File: src/rtl/spi_pkg.sv
// Shared types and defaults for the SPI master serializer.
package spi_pkg;
    typedef enum logic [1:0] {IDLE, SETUP, SHIFT, HOLD} spi_state_t;

    localparam int DEF_WORD_SIZE = 8;
    localparam int DEF_CLK_DIV   = 4;
endpackage

File: src/rtl/spi_sclk_gen.sv
// SCLK divider: high half then low half per bit, CLK_DIV cycles each, with
// one-cycle strobes for the first high cycle, the last high cycle and the last low cycle.
module spi_sclk_gen
    import spi_pkg::*;
#(
    parameter int CLK_DIV = DEF_CLK_DIV
) (
    input  logic clk,
    input  logic rst,
    input  logic en,
    output logic sclk,
    output logic rise,
    output logic fall,
    output logic period_end
);
    localparam int CW = $clog2(CLK_DIV + 1);
    localparam logic [CW-1:0] DIV_TC = CW'(CLK_DIV - 1);

    logic [CW-1:0] cnt;
    logic          lo;

    always_ff @(posedge clk) begin
        if (rst || !en) begin
            cnt <= '0;
            lo  <= 1'b0;
        end else if (cnt == DIV_TC) begin
            cnt <= '0;
            lo  <= ~lo;
        end else begin
            cnt <= cnt + CW'(1);
        end
    end

    // fall marks the clk edge on which sclk drops; period_end the edge that ends the bit
    assign sclk       = en & ~lo;
    assign rise       = en & ~lo & (cnt == '0);
    assign fall       = en & ~lo & (cnt == DIV_TC);
    assign period_end = en &  lo & (cnt == DIV_TC);
endmodule

File: src/rtl/spi_master_shifter.sv
// SPI mode-0 master: pops words from an upstream buffer and shifts them out MSB first.
// Define SPI_SHIFTER_RX_EN to capture MISO into rx_data with an rx_write push strobe.
module spi_master_shifter
    import spi_pkg::*;
#(
    parameter int WORD_SIZE = DEF_WORD_SIZE,
    parameter int CLK_DIV   = DEF_CLK_DIV
) (
    input  logic                 clk,
    input  logic                 rst,
    input  logic                 tx_valid,
    input  logic [WORD_SIZE-1:0] tx_data,
    output logic                 tx_read,
    output logic                 sclk,
    output logic                 mosi,
    output logic                 cs_n,
    input  logic                 miso,
    output logic [WORD_SIZE-1:0] rx_data,
    output logic                 rx_write,
    output logic                 busy
);
    localparam int BW = $clog2(WORD_SIZE);
    localparam int CW = $clog2(CLK_DIV + 1);
    localparam logic [BW-1:0] LAST_BIT = BW'(WORD_SIZE - 1);
    localparam logic [CW-1:0] DIV_TC   = CW'(CLK_DIV - 1);

    spi_state_t           state;
    logic [WORD_SIZE-1:0] tx_sr;
    logic [BW-1:0]        bit_cnt;
    logic [CW-1:0]        wait_cnt;
    logic                 draining;
    logic                 sclk_en, rise, fall, period_end, word_end;

    assign sclk_en = (state == SHIFT);

    spi_sclk_gen #(.CLK_DIV(CLK_DIV)) u_sclk_gen (
        .clk       (clk),
        .rst       (rst),
        .en        (sclk_en),
        .sclk      (sclk),
        .rise      (rise),
        .fall      (fall),
        .period_end(period_end)
    );

    assign word_end = fall && (bit_cnt == LAST_BIT) && !draining;
    assign tx_read  = !rst && tx_valid && ((state == IDLE) || word_end);
    assign busy     = (state != IDLE);
    assign mosi     = tx_sr[WORD_SIZE-1];

    always_ff @(posedge clk) begin
        if (rst) begin
            state    <= IDLE;
            cs_n     <= 1'b1;
            tx_sr    <= '0;
            bit_cnt  <= '0;
            wait_cnt <= '0;
            draining <= 1'b0;
        end else begin
            case (state)
                IDLE: if (tx_valid) begin
                    tx_sr <= tx_data;
                    cs_n  <= 1'b0;
                    state <= SETUP;
                end
                SETUP: if (wait_cnt == DIV_TC) begin
                    wait_cnt <= '0;
                    bit_cnt  <= '0;
                    draining <= 1'b0;
                    state    <= SHIFT;
                end else begin
                    wait_cnt <= wait_cnt + CW'(1);
                end
                SHIFT: begin
                    // A reload on the last fall reuses the remaining low half as setup time
                    if (word_end && tx_valid) begin
                        tx_sr   <= tx_data;
                        bit_cnt <= '0;
                    end else if (fall) begin
                        tx_sr <= tx_sr << 1;
                        if (bit_cnt == LAST_BIT) draining <= 1'b1;
                        else                     bit_cnt  <= bit_cnt + BW'(1);
                    end
                    if (period_end && draining) begin
                        draining <= 1'b0;
                        state    <= HOLD;
                    end
                end
                HOLD: if (wait_cnt == DIV_TC) begin
                    wait_cnt <= '0;
                    cs_n     <= 1'b1;
                    state    <= IDLE;
                end else begin
                    wait_cnt <= wait_cnt + CW'(1);
                end
                default: state <= IDLE;
            endcase
        end
    end

`ifdef SPI_SHIFTER_RX_EN
    logic [WORD_SIZE-1:0] rx_sr, rx_next;

    // With CLK_DIV=1 the last sample and the last fall share a cycle, so publish rx_next
    assign rx_next = rise ? {rx_sr[WORD_SIZE-2:0], miso} : rx_sr;

    always_ff @(posedge clk) begin
        if (rst) begin
            rx_sr    <= '0;
            rx_data  <= '0;
            rx_write <= 1'b0;
        end else begin
            rx_write <= word_end;
            if (sclk_en)  rx_sr   <= rx_next;
            if (word_end) rx_data <= rx_next;
        end
    end
`else
    logic unused_rx;
    assign unused_rx = miso ^ rise;
    assign rx_data   = '0;
    assign rx_write  = 1'b0;
`endif
endmodule

File: config.mk
export PLATFORM = sky130hd
export DESIGN_NAME = spi_master_shifter
export DESIGN_NICKNAME = d
export VERILOG_FILES = /design/src/rtl/spi_pkg.sv /design/src/rtl/spi_sclk_gen.sv /design/src/rtl/spi_master_shifter.sv
export SDC_FILE = /design/constraint.sdc
export NUM_CORES = 1
export LEC_CHECK = 0
export CAP_MARGIN = 20
export CORE_MARGIN = 5
export CORE_UTILIZATION = 45
export DETAILED_ROUTE_END_ITERATION = 8
export PLACE_DENSITY_LB_ADDON = 0.05
export SYNTH_ARGS = -nofsm -noshare
export SYNTH_HDL_FRONTEND = slang
export SYNTH_SLANG_ARGS = --single-unit
File: constraint.sdc
create_clock -name clk -period 1.85 [get_ports clk]
set_clock_uncertainty 0.15 [all_clocks]
set_input_delay 0.2775 -clock clk [delete_from_list [all_inputs] [get_ports clk]]
set_output_delay 0.2775 -clock clk [all_outputs]
set_load 0.02 [all_outputs]
== After elaboration in Yosys (flattened, before gate mapping) ==
Index checks and enable logic that the tools add are counted.
W data, S select, Z words.

* Div/mod/pow operators: 0
* Mux-type cells: 24
* $add $sub $neg: 3
* Equality and inequality tests: 15
* Reduce and logical (&&, ||, !) cells: 23
* Bitwise logic cells: 5
* Order comparisons: 0
* Shift operators: 0
* $mul: 0

{| class="wikitable"
|+ Operator list
! cell !! count
|-
| $mux W8 || 3
|-
| $pmux W8 S2 || 1
|-
| $mux W3 || 5
|-
| $ne A3 B3 Y1 const B || 5
|-
| $add A3 B1 Y3 const B || 3
|-
| $mux W2 || 4
|-
| $ne A2 B2 Y1 const B || 4
|-
| $pmux W2 S4 || 1
|-
| $reduce_and A4 Y1 || 2
|-
| $reduce_bool A2 Y1 || 4
|-
| $mux W1 || 7
|-
| $eq A3 B2 Y1 const B || 2
|-
| $logic_and A1 B1 Y1 || 6
|-
| $pmux W3 S2 || 1
|-
| $reduce_and A3 Y1 || 2
|-
| $reduce_and A5 Y1 || 1
|-
| $and A1 B1 Y1 || 4
|-
| $eq A2 B2 Y1 const B || 2
|-
| $pmux W1 S2 || 2
|-
| $reduce_or A2 Y1 || 2
|-
| $eq A3 B3 Y1 const B || 1
|-
| $logic_not A1 Y1 || 3
|-
| $eq A2 B1 Y1 const B || 1
|-
| $logic_not A2 Y1 || 1
|-
| other kinds (2) || 3
|}

* Input port bits: 12
* Word-level logic and storage cells: 78
* Memories kept: 0
* Bits in writable memories: 0
* Memory bits (read-only): 0
* Output and inout bits: 14
* Latch bits: 0
* Flip-flop bits (word level): 22

== Logic depth before layout (Yosys ltp) ==
* Depth after elaboration: 9
* Depth in mapped cells: 7
* Depth with buffers taken out: 6

== Hierarchy ==
A second synthesis with hierarchy kept.

* Cell total of the unflattened synthesis: 147
* Area total of the unflattened synthesis: 1328.8 µm²

{| class="wikitable"
|+ Modules (own cells, without submodules)
! module !! cells each !! times used !! sequential area each (µm²) !! area an instance (µm²)
|-
| spi_master_shifter || 126 || 1 || 360.3 || 1123.6
|-
| spi_sclk_gen || 21 || 1 || 80.1 || 205.2
|}

== Least setup slack after synthesis ==
Ideal clock, no wire load.

* Path kind: reg-to-output
* Start point: reg u_sclk_gen.cnt[0]
* End point: out tx_read
* Data required time: 1422 ps
* Arrival: 1533 ps
* Path buffers: 0
* Cell stages (with the launch flop): 6
* Setup slack: -111 ps
* Cell sequence: dfxtp_1 -> ha_1 -> ha_1 -> and4bb_4 -> a21oi_1 -> nor3b_1

* Longest elaborated chain between the ends: 6

{| class="wikitable"
|+ Ends and longest elaborated chain
! item !! RTL line !! text
|-
| start: declaration || spi_sclk_gen.sv:19 || <nowiki>logic [CW-1:0] cnt;</nowiki>
|-
| start signal: assignment || spi_sclk_gen.sv:30 || <nowiki>cnt <= cnt + CW'(1);</nowiki>
|-
| $eq A3 B2 Y1 || spi_sclk_gen.sv:37 || <nowiki>assign fall = en & ~lo & (cnt == DIV_TC);</nowiki>
|-
| $and A1 B1 Y1 || spi_sclk_gen.sv:37 ||
|-
| $logic_and A1 B1 Y1 (2 in series) || spi_master_shifter.sv:46 || <nowiki>assign word_end = fall && (bit_cnt == LAST_BIT) && !draining;</nowiki>
|-
| $logic_or A1 B1 Y1 || spi_master_shifter.sv:47 || <nowiki>assign tx_read = !rst && tx_valid && ((state == IDLE) || word_end);</nowiki>
|-
| $logic_and A1 B1 Y1 || spi_master_shifter.sv:47 ||
|-
| end: declaration || spi_master_shifter.sv:13 || <nowiki>output logic tx_read,</nowiki>
|}

Every way passes these cells.

== Worst setup path after layout ==
* Start point: reg u_sclk_gen.cnt[1]
* End point: out tx_read

Same word-level chain as after synthesis.

==> run_results.csv <==
group,metric,value,unit
worst_setup_path,cp.arrival,1570,ps
routing,detail_route.wirelength,2.867,mm
clock_network,cts.clk_slew.worst_paths,130,ps
global_route,global_route_wire_length_before_repair,4.802,mm
sta,timing.final.crit_share,108.0,%
cells_and_area,layout.cells.most_common_list,"buf_4 (22), dfxtp_1 (16), nor2_1 (14)",
floorplanning,floorplan.die.width,63.33,um
logic_synthesis,synth_seq_cells,22,
worst_setup_path,cp_data_required_time,1420,ps
cells_and_area,drive_gt1_share,39.20,%
power,sequentialPowerShare,26.5,%
place,port-buffer-count,15,
worst_setup_path,cp-start-kind,"flip-flop",
worst_setup_path,path_max_fanout,2,
floorplanning,num_rows,19,
cells_and_area,layout_commonest_cell,"buf_4",
routing,met3WireLength,115,um
cells_and_area,fin_util,67.23,%
clock_network,ctsHtreeMaxLevel,1,
power,ir_drop,0.9717,mV
routing,wl_met2,1.465,mm
power,intPower,1.589,mW
power,sw_frac_of_total,38.46,%
place,gp_congestion,0.8026,
global_route,antenna_found_initial,0,
sta,timing.final.crit_period,1998,ps
clock_network,clock_tree_from_tritoncts,"yes",
global_route,grt_pass1_vias,1111,
floorplanning,initial_core_util,46.82,%
routing,post_drt_via_cell_ratio,5.246,
sta,achievable_frequency,0.5005,GHz
routing,drt-initial-drc-count,54,
global_route,grt_start_max_net_pins,24,
cells_and_area,area_growth_syn_to_layout,43.60,%
power,pwr-share-comb,62.5,%
routing,drc,0,
logic_synthesis,synth_sequential_area_ratio,34.41,%
floorplanning,io_pins,26,
logic_synthesis,syn_area,1280,um^2
floorplanning,core_area,2734,um^2
status,status,"finished, violations left",
routing,highest-signal-layer,"met4",
cells_and_area,final_standard_cell_area_without_fillers,1838,um^2
logic_synthesis,ys_warn_count,0,
routing,routedLengthMet1,1.239,mm
place,placed_area,1564,um^2
sta,final-max-slew-violation-count,0,
floorplanning,die_height,63.33,um
cells_and_area,layout.nets,199,
hold_path,worst_hold_startpoint,"u_sclk_gen.cnt[0]",
power,power_density,1405,nW/um^2
global_route,grt-ovfl-total,0,
clock_network,cts_buffer_depth,2,
floorplanning,die_area,4011,um^2
power,switchingPower,0.9931,mW
power,power.clock.fraction,10.9,%
global_route,grt.total_usage,14.75,%
sta,unrepaired_setup_endpoints_after_global_routing,"true",
routing,routedWlPerCell,13.85,um
clock_network,clk-insertion-delay-late,320,ps
logic_synthesis,distinct_cell_type_count_of_the_synthesized_netlist,38,
worst_setup_path,reg2reg_from,"u_sclk_gen.cnt[1]",
place,dp_hpwl,2.010,mm
logic_synthesis,syn_inst,136,
sta,report.final.hold_viol_count,0,
logic_synthesis,synthesized_area_divided_by_synthesized_cell_count,9.412,um^2
hold_path,holdCritPathClass,"reg2reg",
status,failed_checks,"setup timing",
routing,antenna_viol_nets_final,0,
worst_setup_path,critPathLaunch,"u_sclk_gen.cnt[1]",
run,maxCapViolations,0,
sta,final_critical_path_setup_slack,-148.0,ps
cells_and_area,number_of_antenna_cells_inserted,0,
power,static_leakage_power,0.7199,nW
clock_network,cts.sink_count,22,
routing,vias,1086,
worst_setup_path,setup.worst_path.class,"reg2out",
sta,setup_viol,9,
worst_setup_path,critPathCaptureType,"output pin",
clock_network,number_of_buffers_inserted_for_hold_repair_after_clock_tree_synthesis,0,
routing,iteration_count_of_the_initial_detailed_routing_pass,4,
clock_network,cts-buffers-inserted,3,
clock_network,clk_root_buffer_cell,"clkbuf_4",
synthesized netlist by cell type:
cell | number | area share (%)
nand2_1 | 6 | 1.8
dfxtp_1 | 22 | 34
nor3_1 | 1 | 0.39
or3b_1 | 1 | 0.68
a211oi_2 | 3 | 2.9
buf_1 | 1 | 0.29
nor2b_1 | 1 | 0.49
a21boi_1 | 1 | 0.59
o21ai_0 | 4 | 1.6
inv_1 | 5 | 1.5
nor3b_1 | 2 | 1.2
nand3b_1 | 4 | 2.3
and4bb_4 | 1 | 1.3
a221o_1 | 1 | 0.78
and2b_2 | 1 | 0.68
conb_1 | 1 | 0.29
nand2b_2 | 1 | 0.68
nand2b_1 | 6 | 2.9
a31oi_1 | 1 | 0.49
and3b_1 | 1 | 0.68
clkbuf_1 | 1 | 0.29
a211oi_4 | 1 | 1.6
a211oi_1 | 4 | 2.3
nor2b_2 | 1 | 0.68
buf_6 | 2 | 1.8
a311oi_1 | 2 | 1.4
xnor2_1 | 1 | 0.68
a21o_1 | 2 | 1.2
ha_1 | 10 | 9.8
a21boi_2 | 2 | 1.8
buf_2 | 1 | 0.39
buf_4 | 9 | 5.3
a21oi_1 | 7 | 2.7
nand3_1 | 3 | 1.2
a221oi_2 | 1 | 1.2
mux2i_1 | 9 | 7.0
o22ai_1 | 1 | 0.49
nor2_1 | 15 | 4.4
repair_timing:
item | in CTS | in global routing
cloned | 0 | 1
buffers inserted | 1 | 5
pin swaps | 7 | 11
setup endpoints to repair | 13 | 17
resized for setup | 31 | 20
metal layers:
metal  up-vias  track usage [%]
met5         -                0
met4         0            6.753
met3         5            3.730
met2        24            26.14
met1       519            16.22
li1        538                -
worst max-delay path, cell delays in order, from the launching register on:
cell and delay [ps]:
dfxtp_2 370, ha_4 140, ha_4 130, and4bb_4 240
a21oi_2 60, nor3b_2 150, buf_4 160
worst paths after layout:
path	slack, ps	to	cells after the start
setup reg to reg	-90	tx_sr[6]	9
hold / removal	290	u_sclk_gen.cnt[0]	1
setup / recovery	-150	tx_read	6
hold reg to reg	290	u_sclk_gen.cnt[0]	1
power by group through the flow:
stage	Combinational (mW)	Sequential [mW]	Clock, mW
2_1_floorplan	0.838	0.683	0
3_3_place_gp	1.28	0.663	0
3_5_place_dp	1.31	0.673	0
4_1_cts	1.36	0.668	0.291
5_1_grt	1.77	0.701	0.311
6_report	1.61	0.685	0.283
sequential cells by signal (all words and copies together) (netlist names):
name / flops
draining: 1
state: 2
bit_cnt: 3
u_sclk_gen.lo: 1
tx_sr: 8
wait_cnt: 3
cs_n: 1
u_sclk_gen.cnt: 3
cells by family (layout without fill, tap and decap cells):
logic type	Yosys count	in the layout	share of synthesized area, %
AO/OA/AOI/OAI	30	30	18.96
multiplexers	9	9	7.038
other	1	9	0.2930
buffers and inverters	19	51	9.481
adder cells (fa/ha/maj)	10	10	9.775
AND/OR/NAND/NOR	44	44	19.36
XOR/XNOR	1	1	0.6844
flip-flops	22	22	34.41
metrics by stage:
stage | TNS (ps) | hold WS, ps | setup WS (ps) | instances | power [mW]
after floorplan | 0 | 249.1 | 12.68 | 144 | 1.521
after global placement | -633.6 | 257.4 | -291.0 | 196 | 1.940
after detailed placement | -889.1 | 272.2 | -330.1 | 196 | 1.985
after CTS | -203.3 | 295.6 | -172.8 | 201 | 2.315
after global routing | -1501 | 309.8 | -257.9 | 207 | 2.779
final | -583.0 | 294.4 | -148.0 | 207 | 2.582
area by class of cell:
type,instances,area [um^2]
Tap cell,31,38.79
Fill cell,204,895.9
Sequential cell,22,447.9
Inverter,5,18.77
Timing Repair Buffer,42,385.4
Clock buffer,4,36.28
Multi-Input combinational cell,103,910.9
(Power assumes the default switching activity.)
